[config.mk]
export PLATFORM = sky130hd
export DESIGN_NAME = fetch_sequencer
export DESIGN_NICKNAME = d
export VERILOG_FILES = /design/src/rtl/fetch_sequencer_pkg.sv /design/src/rtl/next_pc_select.sv /design/src/rtl/fetch_sequencer.sv
export SDC_FILE = /design/constraint.sdc
export NUM_CORES = 1
export LEC_CHECK = 0
export CAP_MARGIN = 25
export CORE_MARGIN = 1.5
export CORE_UTILIZATION = 48
export CTS_BUF_LIST = sky130_fd_sc_hd__clkbuf_8 sky130_fd_sc_hd__clkbuf_16
export CTS_CLUSTER_SIZE = 12
export DETAILED_ROUTE_END_ITERATION = 8
export PLACE_DENSITY = 0.8
export SYNTH_ARGS = -nofsm -noshare
export SYNTH_HDL_FRONTEND = slang
export SYNTH_SLANG_ARGS = --single-unit
[constraint.sdc]
create_clock -name clk -period 5.7 [get_ports clk]
set_input_delay 0.57 -clock clk [delete_from_list [all_inputs] [get_ports clk]]
set_output_delay 0.57 -clock clk [all_outputs]
set_load 0.03 [all_outputs]
[src/rtl/fetch_sequencer_pkg.sv]
// fetch_sequencer_pkg: shared state encoding and fetch-stage constants
package fetch_sequencer_pkg;
  localparam logic [1:0] FS_BOOT = 2'd0;
  localparam logic [1:0] FS_RUN = 2'd1;
  localparam logic [1:0] FS_HALTED = 2'd2;
  localparam logic [31:0] RESET_PC_DEFAULT = 32'h0000_0000;
  localparam logic [31:0] TRAP_VECTOR_DEFAULT = 32'h0000_0100;
  localparam logic [31:0] NOP_INSTR = 32'h0000_0013;
  typedef enum logic [1:0] {
    ST_BOOT = FS_BOOT,
    ST_RUN = FS_RUN,
    ST_HALTED = FS_HALTED
  } fs_state_t;
endpackage

[src/rtl/next_pc_select.sv]
// next_pc_select: priority mux for next PC, IF/ID flush and alignment fault
module next_pc_select import fetch_sequencer_pkg::*; #(
  parameter logic [31:0] TRAP_VECTOR = TRAP_VECTOR_DEFAULT,
  parameter bit DELAY_SLOT = 1'b1
) (
  input  fs_state_t   state,
  input  logic [31:0] pc,
  input  logic        stall,
  input  logic        redirect,
  input  logic [31:0] target,
  input  logic        trap_req,
  input  logic        halt_req,
  output logic [31:0] next_pc,
  output logic [31:0] epc_next,
  output logic        epc_load,
  output logic        flush,
  output logic        align_fault
);
  logic run, hlt, advance, take_redir;
  always_comb begin
    run = state == ST_RUN;
    hlt = state == ST_HALTED;
    align_fault = run && !trap_req && redirect && (target[1:0] != 2'b00);
    epc_load = ((run || hlt) && trap_req) || align_fault;
    epc_next = trap_req ? pc : target;
    advance = run && !stall && !halt_req && !epc_load;
    take_redir = advance && redirect;
    flush = hlt || epc_load || (take_redir && !DELAY_SLOT);
    next_pc = epc_load ? TRAP_VECTOR : take_redir ? target : advance ? pc + 32'd4 : pc;
  end
endmodule

[src/rtl/fetch_sequencer.sv]
// fetch_sequencer: PC register, BOOT/RUN/HALTED control and IF/ID write/flush
module fetch_sequencer import fetch_sequencer_pkg::*; #(
  parameter logic [31:0] RESET_PC = RESET_PC_DEFAULT,
  parameter logic [31:0] TRAP_VECTOR = TRAP_VECTOR_DEFAULT,
  parameter bit DELAY_SLOT = 1'b1
) (
  input  logic        clk,
  input  logic        rst_n,
  input  logic        stall,
  input  logic        id_shouldJumpOrBranch,
  input  logic [31:0] id_jumpOrBranchPc,
  input  logic        trap_req,
  input  logic        halt_req,
  input  logic        resume,
  output logic [31:0] pc,
  output logic        pc_valid,
  output logic        if_id_write,
  output logic        if_id_flush,
  output logic [31:0] epc,
  output logic        align_fault,
  output logic        halted,
  output logic [31:0] fetch_count
);
  fs_state_t state;
  logic [31:0] next_pc, epc_next;
  logic epc_load, flush;
  next_pc_select #(.TRAP_VECTOR(TRAP_VECTOR), .DELAY_SLOT(DELAY_SLOT)) u_sel (
    .state(state),
    .pc(pc),
    .stall(stall),
    .redirect(id_shouldJumpOrBranch),
    .target(id_jumpOrBranchPc),
    .trap_req(trap_req),
    .halt_req(halt_req),
    .next_pc(next_pc),
    .epc_next(epc_next),
    .epc_load(epc_load),
    .flush(flush),
    .align_fault(align_fault)
  );
  // a flush must still load the bubble even while the hazard unit stalls
  always_comb begin
    pc_valid = state == ST_RUN;
    halted = state == ST_HALTED;
    if_id_flush = flush;
    if_id_write = pc_valid && (!stall || flush);
  end
  always_ff @(posedge clk or negedge rst_n) begin
    if (!rst_n) begin
      state <= ST_BOOT;
      pc <= RESET_PC;
      epc <= '0;
      fetch_count <= '0;
    end else begin
      state <= state == ST_BOOT ? ST_RUN
             : state == ST_RUN ? ((halt_req && !stall && !epc_load) ? ST_HALTED : ST_RUN)
             : state == ST_HALTED ? ((trap_req || (resume && !halt_req)) ? ST_RUN : ST_HALTED)
             : ST_BOOT;
      pc <= next_pc;
      if (epc_load) epc <= epc_next;
      fetch_count <= fetch_count + 32'(pc_valid && if_id_write && !if_id_flush);
    end
  end
endmodule

Word-level counts from Yosys, hierarchy flattened
Cells that the tools add are included.
{ "totals": {"input_bits": 39, "word_cells": 44, "output_inout_bits": 101, "register_bits": 98} }
{ "op_classes": {"reduce_logical": 27, "add_sub_neg": 2, "eq_ne": 2, "n_mux": 9} }
{ "op_table": {"columns": ["cell", "count"], "rows": [
  ["two-way mux 32 bit", 4],
  ["adder 32 x 1 -> 32 bit", 1],
  ["adder 32 x 3 -> 32 bit, second input constant", 1],
  ["logical AND 1 bit", 14],
  ["two-way mux 2 bit", 5],
  ["logical NOT 1 bit", 5],
  ["logical OR 1 bit", 5],
  ["nonzero test 3 bit", 1],
  ["equality test 2 x 1 -> 1 bit, second input constant", 1],
  ["equality test 2 bit, second input constant", 1],
  ["logical NOT 2 bit", 1],
  ["nonzero test 2 bit", 1]
]} }

Longest topological paths before layout
Gate-level depths: netlist of run 1.
{ "depth": {"depth_word": 11, "mapped_depth": 13, "ltp_nobuf": 13} }

By module
A second synthesis of run 1 with hierarchy kept.
{ "unflattened": {"cells_unflattened": 477, "area_unflattened_um2": 5151.2} }
{ "by_module_without_submodules": {"columns": ["mod", "instances", "area_each_um2", "seq_area_each_um2", "cells_each"], "rows": [
  ["fetch_sequencer", 1, 3562.2, 2452.4, 240],
  ["next_pc_select", 1, 1589.0, 0.0, 237]
]} }

Worst setup path after synthesis of run 1
Ideal clock, no wire load.
{ "synth_path": {"path_type": "register to register", "from": "register state[0]", "to": "register fetch_count[26]", "synth_period_minus_slack_ns": 2.925, "stages_incl_launch_ff": 13, "required_ns": 5.566, "setup_time_ns": 0.134, "slack_ns": 2.775, "arrival_ns": 2.791, "n_path_buf": 0, "path_cell_list": "dfrtp_1 -> ha_1 -> nand2_1 -> o31ai_2 -> nor2_1 -> inv_1 -> nor3b_1 -> ha_1 -> ha_1 -> nand4_1 -> nor4_2 -> nand3_1 -> xnor2_1"} }
{ "synth_via": {"elab_chain_len": 11, "word_cells_on_any_way": 15, "classes_between": "add/sub (1); eq/ne (2); reduce/logical (12)"} }
{ "synth_rtl": {"columns": ["item", "line", "rtl"], "rows": [
  ["start, declared", "fetch_sequencer.sv:24", "fs_state_t state;"],
  ["start signal, assigned", "fetch_sequencer.sv:55", "state <= state == ST_BOOT ? ST_RUN"],
  ["equality test 2 x 1 -> 1 bit *", "fetch_sequencer.sv:43", "pc_valid = state == ST_RUN;"],
  ["named net pc_valid", "fetch_sequencer.sv:16", "output logic pc_valid,"],
  ["logical AND 1 bit (3 in a row)", "next_pc_select.sv:23", "align_fault = run && !trap_req && redirect && (target[1:0] != 2'b00);"],
  ["logical OR 1 bit *", "next_pc_select.sv:24", "epc_load = ((run || hlt) && trap_req) || align_fault;"],
  ["logical OR 1 bit *", "next_pc_select.sv:28", "flush = hlt || epc_load || (take_redir && !DELAY_SLOT);"],
  ["named net if_id_flush", "fetch_sequencer.sv:18", "output logic if_id_flush,"],
  ["logical OR 1 bit", "fetch_sequencer.sv:46", "if_id_write = pc_valid && (!stall || flush);"],
  ["logical AND 1 bit", "fetch_sequencer.sv:46", null],
  ["logical AND 1 bit", "fetch_sequencer.sv:61", "fetch_count <= fetch_count + 32'(pc_valid && if_id_write && !if_id_flush);"],
  ["logical AND 1 bit *", "fetch_sequencer.sv:61", null],
  ["adder 32 x 1 -> 32 bit *", "fetch_sequencer.sv:61", null],
  ["end signal, assigned", "fetch_sequencer.sv:61", null],
  ["end, declared", "fetch_sequencer.sv:22", "output logic [31:0] fetch_count"]
]} }
The timed path passes the listed nets; every way through them passes the cells marked *.
A chain may end at the register's enable or synchronous reset.

Final worst setup path of run 1
{ "layout_path": {"from": "input port id_shouldJumpOrBranch", "to": "output port if_id_write"} }
{ "layout_via": {"elab_chain_len": 6} }
{ "layout_rtl": {"columns": ["item", "line", "rtl"], "rows": [
  ["start, declared", "fetch_sequencer.sv:10", "input logic id_shouldJumpOrBranch,"],
  ["logical AND 1 bit (2 in a row)", "next_pc_select.sv:23", null],
  ["logical OR 1 bit", "next_pc_select.sv:24", null],
  ["logical OR 1 bit", "next_pc_select.sv:28", null],
  ["logical OR 1 bit", "fetch_sequencer.sv:46", null],
  ["logical AND 1 bit", "fetch_sequencer.sv:46", null],
  ["end, declared", "fetch_sequencer.sv:17", "output logic if_id_write,"]
]} }
No other way between the ends.

==> impl_metrics.toml, run 1 <==
[outcome]
outcome = "completed"

[layout]
layout_common_cells = "clkdlybuf4s50_1 (137), dfrtp_1 (98), a21oi_1 (61)"
final.fill_count = 825
diodes = 0
finalNetCount = 697
stdcell_count = 793
fin_area_mm2 = 0.00683
regArea_mm2 = 0.00245
drive_above_1_share_pct = 5.02
areaGrowthSynthToFinish_pct = 34.4
final_common_cell = "clkdlybuf4s50_1"
multi_input_comb_area_mm2 = 0.00249
finish.utilization_pct = 66.4

[synthesis]
async_flop_share_pct = 100
yosysTopAreaCellShare_pct = 48.3
ys_types = 51
synth_nets = 568
yosysSeqAreaShare_pct = 48.3
syn_inst = 523
synth_edf_count = 0
yosysWarnings = 0
synth_area_leader_cell = "dfrtp_1"
synth.avg_cell_area_um2 = 9.72
ys_top_cells_by_area = "dfrtp_1 (48%), mux2i_1 (7.1%), a21oi_1 (6.0%), nor2_1 (4.0%), xnor2_1 (4.0%)"
synth_area_mm2 = 0.00508
ys_seq_elements = 98
synth-main-ff-cell = "dfrtp_1"

[pwr]
p_leak_nw = 2.84
ir_drop_v = 0.000277
pwr_density_cell_mw_per_mm2 = 453
power_switching_share_pct = 43.0
pwr-share-comb_pct = 48.0
net-switching-power_mw = 1.33
power_frac_clock_pct = 16.4
p_seq_share_pct = 35.6
finalPower_mw = 3.09
cellInternalPower_mw = 1.76

[clock_tree]
h-tree-depth = 3
cts-root-buf = "clkbuf_8"
path_clk_slew_ps = 90
cts_tree = "yes"
cts_setup_buffers = 0
tritoncts.num_buffers = 9
cts_hold_buffers = 0
ctsLongestPathBuffers = 2
cts.sinks = 98
cts_resized = 0
clk_latency_ps = 370

[critical_path]
crit_chain = "clkdlybuf4s50_1 > buf_4 > nand2_1 > o31ai_4 > nor2_1 > a21boi_0 > clkdlybuf4s50_1"
path_max_fanout = 27
crit_top_cell = "clkdlybuf4s50_1"
end_kind = "primary output"
cp.required_ps = 5130
startpoint_type = "input pin"
cp_slowest_stage_delay_ps = 700
arrival_ps = 2670
worst-setup-path-type = "input pin to primary output"
cp_slowest_cell = "clkdlybuf4s50_1"

[timing]
period_needed_ps = 3240
maxSlewViolCount = 0
setup_tns_ps = 0
max_freq_mhz = 309
hold_slack_ps = 93.9
worst_pin_slew_ps = 916
relSlewSlack_pct = 38.9
rsz0062_at_grt = "false"
clock_skew_ps = 14.0
period_share_pct = 56.9
fin_ws_ps = 2460
finalHoldViolCount = 0
setup-violations-final = 0

[die]
design.die.area_mm2 = 0.0112
core_area_mm2 = 0.0103
die_w_um = 106
start_util_pct = 49.5
io_pins = 140
rows = 37
die_h_um = 106

[route]
via_count = 4568
routed_wl_mm = 13.3
antenna_left = 0
drt_pass1_iterations = 5
vias_per_cell = 5.76
drt_iter0_markers = 214
routedWlPerCell_um = 16.8
drc = 0

[place]
dp_slack_ps = 2030
dp.cells = 776
dpl_cell_area_mm2 = 0.00657
dp_hpwl_mm = 9.28
place_congestion = 0.841
numPortBuffers = 139

[grt]
grt_usage_pct = 24.1
grt-ovfl-total = 0
grt_start_max_net_pins = 91
grt_pass1_vias = 4429
antenna_found_initial = 0
grt_pass1_wl_mm = 21.5

[flow_run]
cap_violations = 0

[hold_path]
hp-class = "input pin to asynchronous set/reset pin"
per-layer routing:
metal / track usage (%) / routed length [um] / up-vias
li1: - / - / 2158
met1: 30.9 / 5970 / 2238
met2: 41.0 / 6390 / 149
met3: 4.66 / 772 / 23
met4: 8.40 / 218 / 0
met5: 0 / 0 / -
power groups by stage:
stage	Clock [mW]	Sequential (mW)	Combinational, mW
floorplan	0	1.45	0.510
global placement	0	1.10	1.45
detailed placement	0	1.11	1.48
CTS	0.517	1.10	1.49
global route	0.545	1.13	1.58
finish	0.507	1.10	1.48
logic make-up after synthesis:
logic type | count (synthesis) | share of synthesized area [%]
fa+ha+maj | 6 | 1.48
compound gates | 114 | 13.4
flops | 98 | 48.3
mux | 37 | 7.31
simple gates | 193 | 19.9
xor+xnor | 39 | 6.72
buf+inv | 36 | 2.93
Yosys cell counts (all sizes together), types with 2 or more instances:
library cell	n
o22ai	9
nor3b	3
o311ai	4
mux2i	36
nor4	6
xnor2	23
and2	4
nand4	16
inv	9
or3	3
nor2b	3
o31a	2
clkbuf	15
a221oi	5
o221ai	2
dfrtp	98
nand3	28
and4	7
nor3	6
a22oi	4
nor2	54
ha	6
or4	4
buf	12
nand2	40
a21oi	61
xor2	16
a31oi	5
and3	14
a22o	3
o21ai	12
worst max-delay path, delay by kind of cell:
| kind | cells | cell delay [ps] |
|---|---|---|
| compound gates | 2 | 400 |
| buf+inv | 3 | 1450 |
| simple gates | 2 | 240 |
registers in the layout (all words and copies together) (netlist names):
name,cells
epc,32
fetch_count,32
pc,32
state,2
path summary, 6_finish.rpt:
kind | slack [ps] | cells past startpoint | from | end
max | 2460 | 7 | id_shouldJumpOrBranch | if_id_write
min | 90 | 1 | rst_n | fetch_count[8]
max reg2reg | 2690 | 13 | state[0] | fetch_count[26]
min reg2reg | 490 | 1 | fetch_count[31] | fetch_count[31]
max in group asynchronous | 4390 | 2 | rst_n | epc[0]
min in group clk | 490 | 1 | fetch_count[31] | fetch_count[31]
area by class of cell:
| class | instances | share of cell area [%] |
|---|---|---|
| tap | 136 | 2.49 |
| inverter | 9 | 0.495 |
| multi-input combinational | 389 | 36.5 |
| clock buffer | 11 | 2.22 |
| sequential | 98 | 35.9 |
| clock inverter | 5 | 1.14 |
| timing repair buffer | 145 | 21.2 |
No activity file was read; power rests on OpenSTA's default activity.
==> inputs of run 2 (changes only) <==
--- a/config.mk
+++ b/config.mk
@@ -7,11 +7,11 @@
 export LEC_CHECK = 0
 export CAP_MARGIN = 25
 export CORE_MARGIN = 1.5
-export CORE_UTILIZATION = 48
+export CORE_UTILIZATION = 44
 export CTS_BUF_LIST = sky130_fd_sc_hd__clkbuf_8 sky130_fd_sc_hd__clkbuf_16
 export CTS_CLUSTER_SIZE = 12
 export DETAILED_ROUTE_END_ITERATION = 8
-export PLACE_DENSITY = 0.8
+export PLACE_DENSITY = 0.77
 export SYNTH_ARGS = -nofsm -noshare
 export SYNTH_HDL_FRONTEND = slang
 export SYNTH_SLANG_ARGS = --single-unit
==> constraint.sdc (replaced) <==
create_clock -name clk -period 2.6 [get_ports clk]
set_input_delay 0.26 -clock clk [delete_from_list [all_inputs] [get_ports clk]]
set_output_delay 0.26 -clock clk [all_outputs]
set_load 0.03 [all_outputs]
==> run 2 against run 1 <==
Compared with the run above:
- wire length is 7.5% higher
- clock power grew to 2.6 times the previous value
- non-clock buffer count is 25 higher
- critical path depth is 6 higher
- sequential power is 120% higher
- cell count is 4.0% higher
- worst hold slack better by 260 ps
- die area is 8.8% higher
- count of clock-buffer cells in the layout is 3 higher
- register-to-register slack worse by 2700 ps
- power is 130% higher
- critical path type is now register to register
- largest power group unchanged
==> impl_metrics.toml, run 2 (same netlist as run 1, synthesis figures left out) <==
[outcome]
outcome = "completed"

[critical_path]
cp.required_ps = 2870
crit_start = "state[1]"
arrival_ps = 2850
worstReg2RegStart = "state[1]"
startpoint_type = "register"
path_max_fanout = 3
worst-setup-path-type = "register to register"
end_kind = "register"

[die]
start_util_pct = 44.9
io_pins = 140
die_h_um = 110
core_area_mm2 = 0.0113
design.die.area_mm2 = 0.0122
rows = 39
die_w_um = 110

[clock_tree]
ctsLongestPathBuffers = 2
cts_tree = "yes"
cts.sinks = 98
h-tree-depth = 3
cts-root-buf = "clkbuf_16"
path_clk_slew_ps = 60
tritoncts.num_buffers = 9
clk_latency_ps = 350

[grt]
grt_start_max_net_pins = 91
grt_pass1_vias = 4688
grt-ovfl-total = 0
grt_usage_pct = 23.7
antenna_found_initial = 0
grt_pass1_wl_mm = 23.5

[layout]
drive_above_1_share_pct = 10.9
final_common_cell = "clkdlybuf4s50_1"
layout_common_cells = "clkdlybuf4s50_1 (134), dfrtp_1 (98), a21oi_1 (61)"
diodes = 0
reg_top3 = "epc (32), fetch_count (32), pc (32)"
areaGrowthSynthToFinish_pct = 41.2
finalNetCount = 722
stdcell_count = 825

[place]
dp_hpwl_mm = 9.85
place_congestion = 0.830
dp.cells = 803
numPortBuffers = 139
dp_slack_ps = -210

[hold_path]
min_from = "trap_req"
hp-class = "input pin to register"

[timing]
fin_ws_ps = 19.4
clock_skew_ps = 4.20
max_freq_mhz = 388
maxSlewViolCount = 0
worst_pin_slew_ps = 883
rsz0062_at_grt = "true"
relSlewSlack_pct = 41.2
setup-violations-final = 0
period_needed_ps = 2580
period_share_pct = 99.3
finalHoldViolCount = 0

[route]
antenna_left = 0
routed_wl_mm = 14.4
drc = 0
routedWlPerCell_um = 17.4
via_count = 4725
drt_iter0_markers = 381
met2WireLength_mm = 6.86
drt_pass1_iterations = 4
top_layer_used = "met4"
wl_met3_mm = 1.02
m1WireLength_mm = 6.13
vias_per_cell = 5.73

[flow_run]
cap_violations = 0

[pwr]
ir_drop_v = 0.000489
p_leak_nw = 3.03
pwr_density_cell_mw_per_mm2 = 996
[run 2: final cells by class]
| class | instances | area (um2) |
|---|---|---|
| Inverter | 9 | 33.8 |
| Clock inverter | 2 | 8.76 |
| Timing Repair Buffer | 170 | 1620 |
| Tap cell | 143 | 179 |
| Fill cell | 959 | 4150 |
| Clock buffer | 14 | 294 |
| Sequential cell | 98 | 2450 |
| Multi-Input combinational cell | 389 | 2580 |
[run 2: worst paths after layout]
path	to	slack (ps)	cells after the start
hold / removal	state[0]	350	3
min in group asynchronous	fetch_count[25]	470	2
setup reg to reg	fetch_count[23]	20	13
hold reg to reg	fetch_count[31]	480	1
max in group asynchronous	epc[22]	1430	3
setup / recovery	fetch_count[23]	20	13
[run 2: per-stage QoR]
stage	setup TNS (ps)	util (%)	total power, mW	hold slack (ps)	instance area (um2)
after floorplan	-71.2	-	4.38	-35.6	5150
after global placement	-431	60.0	5.71	304	6790
after detailed placement	-1360	60.0	5.79	314	6790
after CTS	0	63.1	7.16	331	7140
after global routing	-793	63.4	7.55	401	7170
final	0	63.4	7.15	355	7170
[run 2: power breakdown]
| group | internal, mW | total [mW] | leakage [nW] | switching [mW] |
|---|---|---|---|---|
| sequential | 1.97 | 2.43 | 1.26 | 0.454 |
| combinational | 1.40 | 3.38 | 1.62 | 1.98 |
| clock | 0.775 | 1.34 | 0.156 | 0.562 |
[run 2: per-layer routing]
metal | GRT usage (%) | up-vias
met5 | 0 | -
met4 | 10.1 | 0
met3 | 4.67 | 30
met2 | 38.7 | 191
met1 | 30.8 | 2296
li1 | - | 2208
[run 2: timing repair]
| action | CTS | global route |
|---|---|---|
| hold buffers | 1 | 0 |
| gates resized for setup | 2 | 6 |
| hold endpoints to repair | 45 | 0 |
| setup endpoints to repair | 4 | 15 |
| pin swaps | 2 | 5 |
| buffers inserted | 3 | 2 |
[run 2: worst max-delay path, stage by stage, from the launching register on]
cell and delay, ps:
dfrtp_1 400, inv_2 100, ha_4 230, nand2_4 70
o31ai_4 70, nor2_2 120, inv_2 50, nor3b_2 170
ha_2 240, nand2_2 60, nand4b_1 300, buf_4 220
nor4_1 310, xor2_1 180
